===== config.mk =====
export PLATFORM = sky130hd
export DESIGN_NAME = uart_tx_fifo
export DESIGN_NICKNAME = d
export VERILOG_FILES = /design/src/rtl/uart_tx_fifo.sv
export SDC_FILE = /design/constraint.sdc
export NUM_CORES = 1
export LEC_CHECK = 0
export ABC_AREA = 1
export BUFFER_PORTS_ARGS = -buffer_cell sky130_fd_sc_hd__buf_2
export CAP_MARGIN = 20
export CORE_ASPECT_RATIO = 2
export CORE_MARGIN = 2
export CORE_UTILIZATION = 50
export CTS_CLUSTER_SIZE = 25
export DETAILED_ROUTE_END_ITERATION = 6
export HOLD_SLACK_MARGIN = 0.12
export PLACE_DENSITY = 0.72
export SETUP_SLACK_MARGIN = 0.5
export SKIP_LAST_GASP = 1
export SYNTH_ARGS = -nofsm -noshare
export SYNTH_HDL_FRONTEND = slang
export SYNTH_SLANG_ARGS = --single-unit
export TNS_END_PERCENT = 1

===== constraint.sdc =====
create_clock -name clk -period 4.12 [get_ports clk]
set_input_delay 0.618 -clock clk [delete_from_list [all_inputs] [get_ports clk]]
set_output_delay 0.618 -clock clk [all_outputs]
set_load 0.005 [all_outputs]

===== src/rtl/uart_tx_fifo.sv =====
// -----------------------------------------------------------------------------
// uart_tx_fifo
// Parametrised UART transmitter with a small write FIFO in front of it.
// Frames are sent LSB first: start bit (0), DATA_BITS data bits, an optional
// parity bit, then STOP_BITS stop bits (1). Queued words go out back-to-back,
// the next start bit directly following the previous stop bit.
//
// Optional feature: define UART_TX_PARITY_EN to add the parity bit
// (even parity for PARITY_ODD=0, odd parity for PARITY_ODD=1). Without the
// macro there is no parity state and no parity logic at all.
//
// Ports:
//   clk        in   system clock, rising edge
//   rst_n      in   asynchronous active-low reset (aborts any frame, drops queue)
//   trmt       in   push strobe, tx_data captured when trmt=1 and fifo_full=0
//   tx_data    in   [DATA_BITS-1:0] word to transmit
//   fifo_full  out  FIFO holds FIFO_DEPTH words
//   overrun    out  one-cycle pulse for a push attempted while full (word dropped)
//   tx_done    out  one-cycle pulse during the last clk of a frame's final stop bit
//   tx_idle    out  1 when nothing is queued and no frame is in progress
//   TX         out  serial line, idles high, driven from a register
// -----------------------------------------------------------------------------
module uart_tx_fifo #(
    parameter int DATA_BITS  = 8,
    parameter int BAUD_DIV   = 2604,
    parameter int STOP_BITS  = 1,
    parameter int FIFO_DEPTH = 4,
    parameter int PARITY_ODD = 0
) (
    input  logic                 clk,
    input  logic                 rst_n,
    input  logic                 trmt,
    input  logic [DATA_BITS-1:0] tx_data,
    output logic                 fifo_full,
    output logic                 overrun,
    output logic                 tx_done,
    output logic                 tx_idle,
    output logic                 TX
);

    localparam int PTR_W  = $clog2(FIFO_DEPTH);
    localparam int CNT_W  = PTR_W + 1;
    localparam int BAUD_W = $clog2(BAUD_DIV);
    localparam int BIT_W  = 4;

    localparam logic [BAUD_W-1:0] BAUD_LAST = BAUD_W'(BAUD_DIV - 1);
    localparam logic [BIT_W-1:0]  DATA_LAST = BIT_W'(DATA_BITS - 1);
    localparam logic [BIT_W-1:0]  STOP_LAST = BIT_W'(STOP_BITS - 1);
    localparam logic [CNT_W-1:0]  CNT_FULL  = CNT_W'(FIFO_DEPTH);

`ifdef UART_TX_PARITY_EN
    typedef enum logic [2:0] {
        ST_IDLE   = 3'd0,
        ST_START  = 3'd1,
        ST_DATA   = 3'd2,
        ST_PARITY = 3'd3,
        ST_STOP   = 3'd4
    } state_t;

    // Parity bit for one data word: XOR of the data, inverted for odd parity.
    function automatic logic parity_of(input logic [DATA_BITS-1:0] data);
        logic p;
        p = ^data;
        return (PARITY_ODD != 0) ? ~p : p;
    endfunction
`else
    typedef enum logic [2:0] {
        ST_IDLE  = 3'd0,
        ST_START = 3'd1,
        ST_DATA  = 3'd2,
        ST_STOP  = 3'd4
    } state_t;
`endif

    // FIFO storage and bookkeeping
    logic [DATA_BITS-1:0] mem_r [FIFO_DEPTH];
    logic [PTR_W-1:0]     wr_ptr_r;
    logic [PTR_W-1:0]     rd_ptr_r;
    logic [CNT_W-1:0]     count_r;
    logic [CNT_W-1:0]     count_next_s;
    logic                 fifo_full_r;
    logic                 overrun_r;
    logic                 push_s;
    logic                 pop_s;
    logic                 empty_s;
    logic [DATA_BITS-1:0] head_s;

    // Transmitter state
    state_t               state_r;
    state_t               state_next_s;
    logic [BAUD_W-1:0]    baud_cnt_r;
    logic [BIT_W-1:0]     bit_cnt_r;
    logic [DATA_BITS-1:0] shift_r;
    logic                 bit_tick_s;
    logic                 done_s;
    logic                 tx_r;
    logic                 tx_done_r;
    logic                 tx_idle_r;
`ifdef UART_TX_PARITY_EN
    logic                 parity_r;
`endif

    // A push is accepted only when not full; a pop in the same cycle does not
    // make room for it.
    assign push_s     = trmt & ~fifo_full_r;
    assign empty_s    = (count_r == {CNT_W{1'b0}});
    assign head_s     = mem_r[rd_ptr_r];
    assign bit_tick_s = (baud_cnt_r == BAUD_LAST);

    // Next FIFO occupancy from the push/pop pair.
    always_comb begin
        count_next_s = count_r;
        case ({push_s, pop_s})
            2'b10:   count_next_s = count_r + CNT_W'(1);
            2'b01:   count_next_s = count_r - CNT_W'(1);
            default: count_next_s = count_r;
        endcase
    end

    // FIFO data storage; contents are don't-care until written.
    always_ff @(posedge clk) begin
        if (push_s) begin
            mem_r[wr_ptr_r] <= tx_data;
        end
    end

    // FIFO pointers, occupancy, full flag (from next count) and overrun pulse.
    always_ff @(posedge clk or negedge rst_n) begin
        if (!rst_n) begin
            wr_ptr_r    <= {PTR_W{1'b0}};
            rd_ptr_r    <= {PTR_W{1'b0}};
            count_r     <= {CNT_W{1'b0}};
            fifo_full_r <= 1'b0;
            overrun_r   <= 1'b0;
        end else begin
            if (push_s) begin
                wr_ptr_r <= wr_ptr_r + PTR_W'(1);
            end
            if (pop_s) begin
                rd_ptr_r <= rd_ptr_r + PTR_W'(1);
            end
            count_r     <= count_next_s;
            fifo_full_r <= (count_next_s == CNT_FULL);
            overrun_r   <= trmt & fifo_full_r;
        end
    end

    // FSM state register.
    always_ff @(posedge clk or negedge rst_n) begin
        if (!rst_n) begin
            state_r <= ST_IDLE;
        end else begin
            state_r <= state_next_s;
        end
    end

    // FSM next state, FIFO pop and end-of-frame strobe.
    always_comb begin
        state_next_s = state_r;
        pop_s        = 1'b0;
        done_s       = 1'b0;
        case (state_r)
            ST_IDLE: begin
                if (!empty_s) begin
                    pop_s        = 1'b1;
                    state_next_s = ST_START;
                end else begin
                    state_next_s = ST_IDLE;
                end
            end
            ST_START: begin
                if (bit_tick_s) begin
                    state_next_s = ST_DATA;
                end else begin
                    state_next_s = ST_START;
                end
            end
            ST_DATA: begin
                if (bit_tick_s && (bit_cnt_r == DATA_LAST)) begin
`ifdef UART_TX_PARITY_EN
                    state_next_s = ST_PARITY;
`else
                    state_next_s = ST_STOP;
`endif
                end else begin
                    state_next_s = ST_DATA;
                end
            end
`ifdef UART_TX_PARITY_EN
            ST_PARITY: begin
                if (bit_tick_s) begin
                    state_next_s = ST_STOP;
                end else begin
                    state_next_s = ST_PARITY;
                end
            end
`endif
            ST_STOP: begin
                if (bit_tick_s && (bit_cnt_r == STOP_LAST)) begin
                    done_s = 1'b1;
                    // Chain straight into the next frame when data is waiting.
                    if (!empty_s) begin
                        pop_s        = 1'b1;
                        state_next_s = ST_START;
                    end else begin
                        state_next_s = ST_IDLE;
                    end
                end else begin
                    state_next_s = ST_STOP;
                end
            end
            default: begin
                state_next_s = ST_IDLE;
            end
        endcase
    end

    // Baud counter, bit counter, shift register and parity capture.
    always_ff @(posedge clk or negedge rst_n) begin
        if (!rst_n) begin
            baud_cnt_r <= {BAUD_W{1'b0}};
            bit_cnt_r  <= {BIT_W{1'b0}};
            shift_r    <= {DATA_BITS{1'b0}};
`ifdef UART_TX_PARITY_EN
            parity_r   <= 1'b0;
`endif
        end else begin
            // Exact wrap at BAUD_DIV-1 keeps every bit BAUD_DIV clks long.
            if ((state_r == ST_IDLE) || bit_tick_s) begin
                baud_cnt_r <= {BAUD_W{1'b0}};
            end else begin
                baud_cnt_r <= baud_cnt_r + BAUD_W'(1);
            end

            // Bit counter restarts on every state change.
            if (state_next_s != state_r) begin
                bit_cnt_r <= {BIT_W{1'b0}};
            end else if (bit_tick_s) begin
                bit_cnt_r <= bit_cnt_r + BIT_W'(1);
            end

            if (pop_s) begin
                shift_r  <= head_s;
`ifdef UART_TX_PARITY_EN
                parity_r <= parity_of(head_s);
`endif
            end else if ((state_r == ST_DATA) && bit_tick_s) begin
                shift_r <= shift_r >> 1;
            end
        end
    end

    // Registered line and status outputs. TX follows the state one clk later,
    // which gives the two-edge push-to-start latency and uniform bit widths.
    always_ff @(posedge clk or negedge rst_n) begin
        if (!rst_n) begin
            tx_r      <= 1'b1;
            tx_done_r <= 1'b0;
            tx_idle_r <= 1'b1;
        end else begin
            case (state_r)
                ST_START:  tx_r <= 1'b0;
                ST_DATA:   tx_r <= shift_r[0];
`ifdef UART_TX_PARITY_EN
                ST_PARITY: tx_r <= parity_r;
`endif
                default:   tx_r <= 1'b1;
            endcase
            tx_done_r <= done_s;
            tx_idle_r <= (state_r == ST_IDLE) & empty_s & ~push_s;
        end
    end

    assign fifo_full = fifo_full_r;
    assign overrun   = overrun_r;
    assign tx_done   = tx_done_r;
    assign tx_idle   = tx_idle_r;
    assign TX        = tx_r;

endmodule

After elaboration in Yosys (flattened, before gate mapping)
Memories as Yosys holds them, arrays and structs flattened.
Cells that the tools add are included.
- bits in registers: 39
- bits in writable memories: 32
- output and inout port bits: 5
- word-level logic and storage cells: 62
- memories: 1
- memory list (name ; words ; width ; rd ports ; clocked after memory_dff ; write ports ; RTL line ; text):
    mem_r ; 4 ; 8 ; 1 ; 0 ; 1 ; 76 ; logic [DATA_BITS-1:0] mem_r [FIFO_DEPTH];
- $add $sub $neg: 6
- eq/ne operators: 9
- mux-type cells: 19
- bitwise operators: 6
- reduce and logical (&&, ||, !) cells: 9
- operator list (cell ; number):
    2-to-1 mux 8 bit ; 2
    adder 12 x 1 -> 12 bit, second input constant ; 1
    == test 12 bit, second input constant ; 1
    2-to-1 mux 12 bit ; 1
    one-hot mux 3 bit (4 select lines) ; 1
    2-to-1 mux 4 bit ; 2
    2-to-1 mux 1 bit ; 7
    == test 3 bit, second input constant ; 2
    logical NOT 3 bit ; 2
    2-to-1 mux 3 bit ; 2
    one-hot mux 3 bit (2 select lines) ; 1
    adder 2 x 1 -> 2 bit, second input constant ; 2
    adder 4 x 1 -> 4 bit, second input constant ; 1
    bitwise AND 1 bit ; 4
    == test 4 x 3 -> 1 bit, second input constant ; 1
    logical NOT 4 bit ; 1
    one-hot mux 1 bit (2 select lines) ; 2
    nonzero test 2 bit ; 2
    adder 3 x 1 -> 3 bit, second input constant ; 1
    == test 3 x 1 -> 1 bit, second input constant ; 1
    == test 3 x 2 -> 1 bit, second input constant ; 1
    logical AND 1 bit ; 3
    inequality test 3 bit ; 1
    subtractor 3 x 1 -> 3 bit, second input constant ; 1
    other kinds (5) ; 6

Depth between registers and ports, before layout
- depth in word-level cells: 7
- depth in mapped cells: 15
- depth with buffers taken out: 14

Least setup slack after synthesis
OpenSTA, ideal clock, no wires.
- kind: register to register
- start point: reg baud_cnt_r[0]
- end point: reg fifo_full_r, in the netlist fifo_full
- setup time: 0.088 ns
- data arrival time: 2.405 ns
- slack: 1.627 ns
- cell stages (with the launch flop): 16
- path buffers: 1
- cells stage by stage: dfrtp_1 ha_1 nand2_1 nor2_1 nand3_4 nor2_4 nand3_4 nand2_4 buf_6 ha_1 inv_1 fa_1 a21oi_1 o21ai_0 xnor2_1 nor3b_1
- word-level cells in the longest chain between the ends: 7
- ends and longest elaborated chain (what ; RTL line ; text):
    from (decl) ; 91 ; logic [BAUD_W-1:0] baud_cnt_r;
    from (signal assigned) ; 221 ; baud_cnt_r <= {BAUD_W{1'b0}};
    from (signal assigned) ; 230 ; baud_cnt_r <= {BAUD_W{1'b0}};
    from (signal assigned) ; 232 ; baud_cnt_r <= baud_cnt_r + BAUD_W'(1);
    == test 12 bit (*) ; 108 ; assign bit_tick_s = (baud_cnt_r == BAUD_LAST);
    logical AND 1 bit (*) ; 199 ; if (bit_tick_s && (bit_cnt_r == STOP_LAST)) begin
    2-to-1 mux 1 bit (*) ; 199 ;
    one-hot mux 1 bit (2 select lines) (*) ; 162 ; case (state_r)
    net pop_s ; 84 ; logic pop_s;
    == test 2 x 1 -> 1 bit / == test 2 bit (equally long branches) ; 113 ; case ({push_s, pop_s})
    one-hot mux 3 bit (2 select lines) (*) ; 113 ;
    net count_next_s[2] ; 80 ; logic [CNT_W-1:0] count_next_s;
    == test 3 bit (*) ; 143 ; fifo_full_r <= (count_next_s == CNT_FULL);
    to (signal assigned) ; 143 ;
    to (decl) ; 81 ; logic fifo_full_r;
The timed path passes the listed nets; every way through them passes the cells marked *.
A chain may end at the register's enable or synchronous reset.

Worst setup path in the final report
- start point: reg baud_cnt_r[0]
- end point: reg fifo_full_r, in the netlist fifo_full
- word-level cells in the longest chain between the ends: 7
- ends and longest elaborated chain (what ; RTL line):
    == test 12 bit (*) ; 108
    logical AND 1 bit (*) ; 199
    2-to-1 mux 1 bit (*) ; 199
    one-hot mux 1 bit (2 select lines) (*) ; 162
    == test 2 x 1 -> 1 bit / == test 2 bit (equally long branches) ; 113
    one-hot mux 3 bit (2 select lines) (*) ; 113
    net count_next_s[2] ; 80
    == test 3 bit (*) ; 143
Marks and branches as above.

==> impl_metrics.toml <==
[run_status]
run_status = "complete, no violations"

[routing]
routed-via-count = 2244
drtAntennaViolNets = 0
route.detailed.wl_per_inst_um = 12.8
detail_route.drc_violations = 0
detail_route.first_pass.iterations = 4
drtIter0Drc = 90
route.detailed.vias_per_inst = 5.09
detail_route.wirelength_mm = 5.66

[setup_path]
cp.arrival_ps = 2940
cp_slowest_stage_delay_ps = 380
ff_to_ff_setup_slack_ps = 1420
critPathTopFamily = "simple AND/OR/NAND/NOR gates"
path_class = "reg -> reg"
worstPathBufferInverterCount = 1
cp-end-kind = "flop"
crit_fanout = 12
path_cells = "ha_1, nand2_1, nor2_1, nand3_4, nor2_4, nand3_4, nand2_4, ha_1, inv_1, fa_1, a21oi_1, o21ai_0, xnor2_1, nor3b_1"
slowest_stage = "sky130_fd_sc_hd__dfrtp_1"
worstSetupStartpointType = "flop"
timing.critical_path.required_ps = 4360

[cells_and_area]
post-route-cell-area_um2 = 3690
layout-drive-gt1-share_pct = 12.4
nets = 370
syn_to_final_growth_pct = 13.6
antenna_cells = 0
final-instance-count-excl-fill = 441

[sta]
grt_setup_unrepaired = "no"
timing.final.setup_violations = 0
timing.final.hold_violations = 0
slew-limit-headroom_pct = 43.6
max_clock_freq_mhz = 371
timing_worst_slew_pin_value_ps = 846
final.period_utilization_pct = 65.4
timing.final.max_slew_violations = 0
setup_total_negative_slack_ps = 0
final.min_clock_period_ps = 2700
worst_clock_skew_ps = 4.48

[synthesis]
post_synth_inst_count = 330
postSynthAreaPerCell_um2 = 9.84
synth_sequential_area_ratio_pct = 59.7
synth.cell_area_um2 = 3250
yosys.cell_types.count = 30
syn-num-nets = 350
synth-seq-cells = 71
synthesis.yosys.warnings = 0

[global_route]
grt_pass1_wl_mm = 9.48
grt_pass1_vias = 2172
gr-usage-all-layers_pct = 18.1
grt_antenna_before_repair = 0
grt_start_max_net_pins = 40
grt.overflow.total = 0

[pwr]
power_frac_clock_pct = 31.6
combinationalPowerShare_pct = 23.4
sw_frac_of_total_pct = 32.4
p_per_area_nw_per_um2 = 639
power.net_switching_mw = 0.762
peakVddDrop_v = 0.000376
internal_power_mw = 1.59
flop_pwr_share_pct = 45.0
pwr_total_mw = 2.36
cellLeakagePower_nw = 1.57

[clock_network]
cts-hold-fix-buffers = 0
cts_max_level = 3
root_buffer_cell = "sky130_fd_sc_hd__clkbuf_16"
cts.sinks = 71
path_clk_slew_ps = 60
cts-buffers-inserted = 9
postCtsSetupBuffers = 0
worstSkewPairLatency_ps = 330
cts_tree = "built"
cts_max_path_buffers = 2
post_cts.resized_instances = 0

[placed_design]
placed_cell_area_um2 = 3400
finalWeightedCongestion = 0.785
placed_cells = 425
placement.io_buffers = 15
hpwl_mm = 4.19

[floorplanning]
core-area_um2 = 6310
die_w_um = 61.0
ios = 16
start_util_pct = 51.5
design.die.area_um2 = 7190
chipHeight_um = 118
floorplan.rows = 41

[min_path]
class_of_the_tightest_hold_or_removal_check = "in -> async"

[job]
drv_cap = 0
==> layout by cell type, fill, tap and decap left out, types with 7 or more instances in the layout <==
cell type                    n
sky130_fd_sc_hd__clkbuf_16   9
sky130_fd_sc_hd__nand3_1    12
sky130_fd_sc_hd__xor2_1      7
sky130_fd_sc_hd__dfrtp_1    37
sky130_fd_sc_hd__nor2_1     65
sky130_fd_sc_hd__o22ai_1     8
sky130_fd_sc_hd__ha_1        8
sky130_fd_sc_hd__buf_2      15
sky130_fd_sc_hd__o21ai_0    27
sky130_fd_sc_hd__a21oi_1     8
sky130_fd_sc_hd__inv_1      38
sky130_fd_sc_hd__nand2_1    43
sky130_fd_sc_hd__edfxtp_1   32
sky130_fd_sc_hd__nor3_1     11
==> registers in the layout (all words and copies together), names as in the netlist <==
signal and count:
wr_ptr_r 2, TX 1, state_r 3, tx_idle 1, fifo_full 1, rd_ptr_r 2
bit_cnt_r 4, count_r 3, tx_done 1, overrun 1, mem_r 32, baud_cnt_r 12
shift_r 8
==> per-layer routing <==
layer | routed length (um) | vias up | global-route usage [%] | part of all wire (%)
li1 | - | 1128 | - | -
met4 | 183 | 0 | 10.5 | 3.2
met2 | 3240 | 42 | 31.4 | 57
met3 | 173 | 16 | 4.62 | 3.1
met5 | 0 | - | 0 | 0
met1 | 2060 | 1058 | 18.2 | 36
==> power by group through the flow <==
| stage | Clock, mW | Sequential (mW) | Combinational (mW) |
|---|---|---|---|
| after floorplan | 0 | 1.01 | 0.470 |
| after global placement | 0 | 1.07 | 0.537 |
| after detailed placement | 0 | 1.07 | 0.559 |
| after CTS | 0.757 | 1.06 | 0.560 |
| after global routing | 0.790 | 1.08 | 0.646 |
| final | 0.744 | 1.06 | 0.551 |
==> path summary, 6_finish.rpt <==
| path | depth (start not counted) | to | startpoint |
|---|---|---|---|
| min in group clk | 1 | baud_cnt_r[0]$_DFF_PN0_ | baud_cnt_r[0]$_DFF_PN0_ |
| max reg2reg | 14 | fifo_full$_DFF_PN0_ | baud_cnt_r[0]$_DFF_PN0_ |
| min reg2reg | 1 | baud_cnt_r[0]$_DFF_PN0_ | baud_cnt_r[0]$_DFF_PN0_ |
| max in group asynchronous | 1 | bit_cnt_r[2]$_DFFE_PN0P_ | rst_n |
| max | 14 | fifo_full$_DFF_PN0_ | baud_cnt_r[0]$_DFF_PN0_ |
| min | 1 | tx_done$_DFF_PN0_ | rst_n |
==> Yosys cell counts (all sizes together) <==
cell | n | area, um^2
nor2 | 69 | 274
nand2 | 44 | 173
inv | 42 | 158
dfrtp | 37 | 926
edfxtp | 32 | 961
o21ai | 27 | 135
nand3 | 15 | 105
nor3 | 12 | 71.3
a21oi | 8 | 40.0
ha | 8 | 100
o22ai | 8 | 50.1
xor2 | 7 | 61.3
nand4 | 4 | 25.0
buf | 3 | 21.3
clkbuf | 3 | 11.3
nor3b | 3 | 22.5
dfstp | 2 | 52.6
xnor2 | 2 | 17.5
a22o | 1 | 8.76
fa | 1 | 20.0
nor4 | 1 | 6.26
o21bai | 1 | 7.51
==> stage by stage <==
step                      setup WS (ps)  hold slack (ps)  util [%]
after CTS                          1400              424      58.4
after global placement             1540              443      53.8
after global routing               1060              470      58.4
after detailed placement           1380              460      53.8
after floorplan                    1630              322         -
final                              1420              394      58.4
==> cell families after synthesis <==
family / count (synthesis) / synth area share [%]
flip-flops: 71 / 59.7
adder cells (fa/ha/maj): 9 / 3.70
AO/OA/AOI/OAI: 45 / 7.44
buffers and inverters: 48 / 5.86
XOR/XNOR: 9 / 2.43
AND/OR/NAND/NOR: 148 / 20.8
==> final cells by class <==
type | instances | area, um^2
clock buffers | 10 | 229
well taps | 86 | 108
multi-input cells | 211 | 1120
inverters | 42 | 158
fillers | 554 | 2620
clock inverters | 6 | 61.3
flip-flops and latches | 71 | 1940
repair buffers | 15 | 75.1
Note: power is estimated with default switching activity, not from simulation.
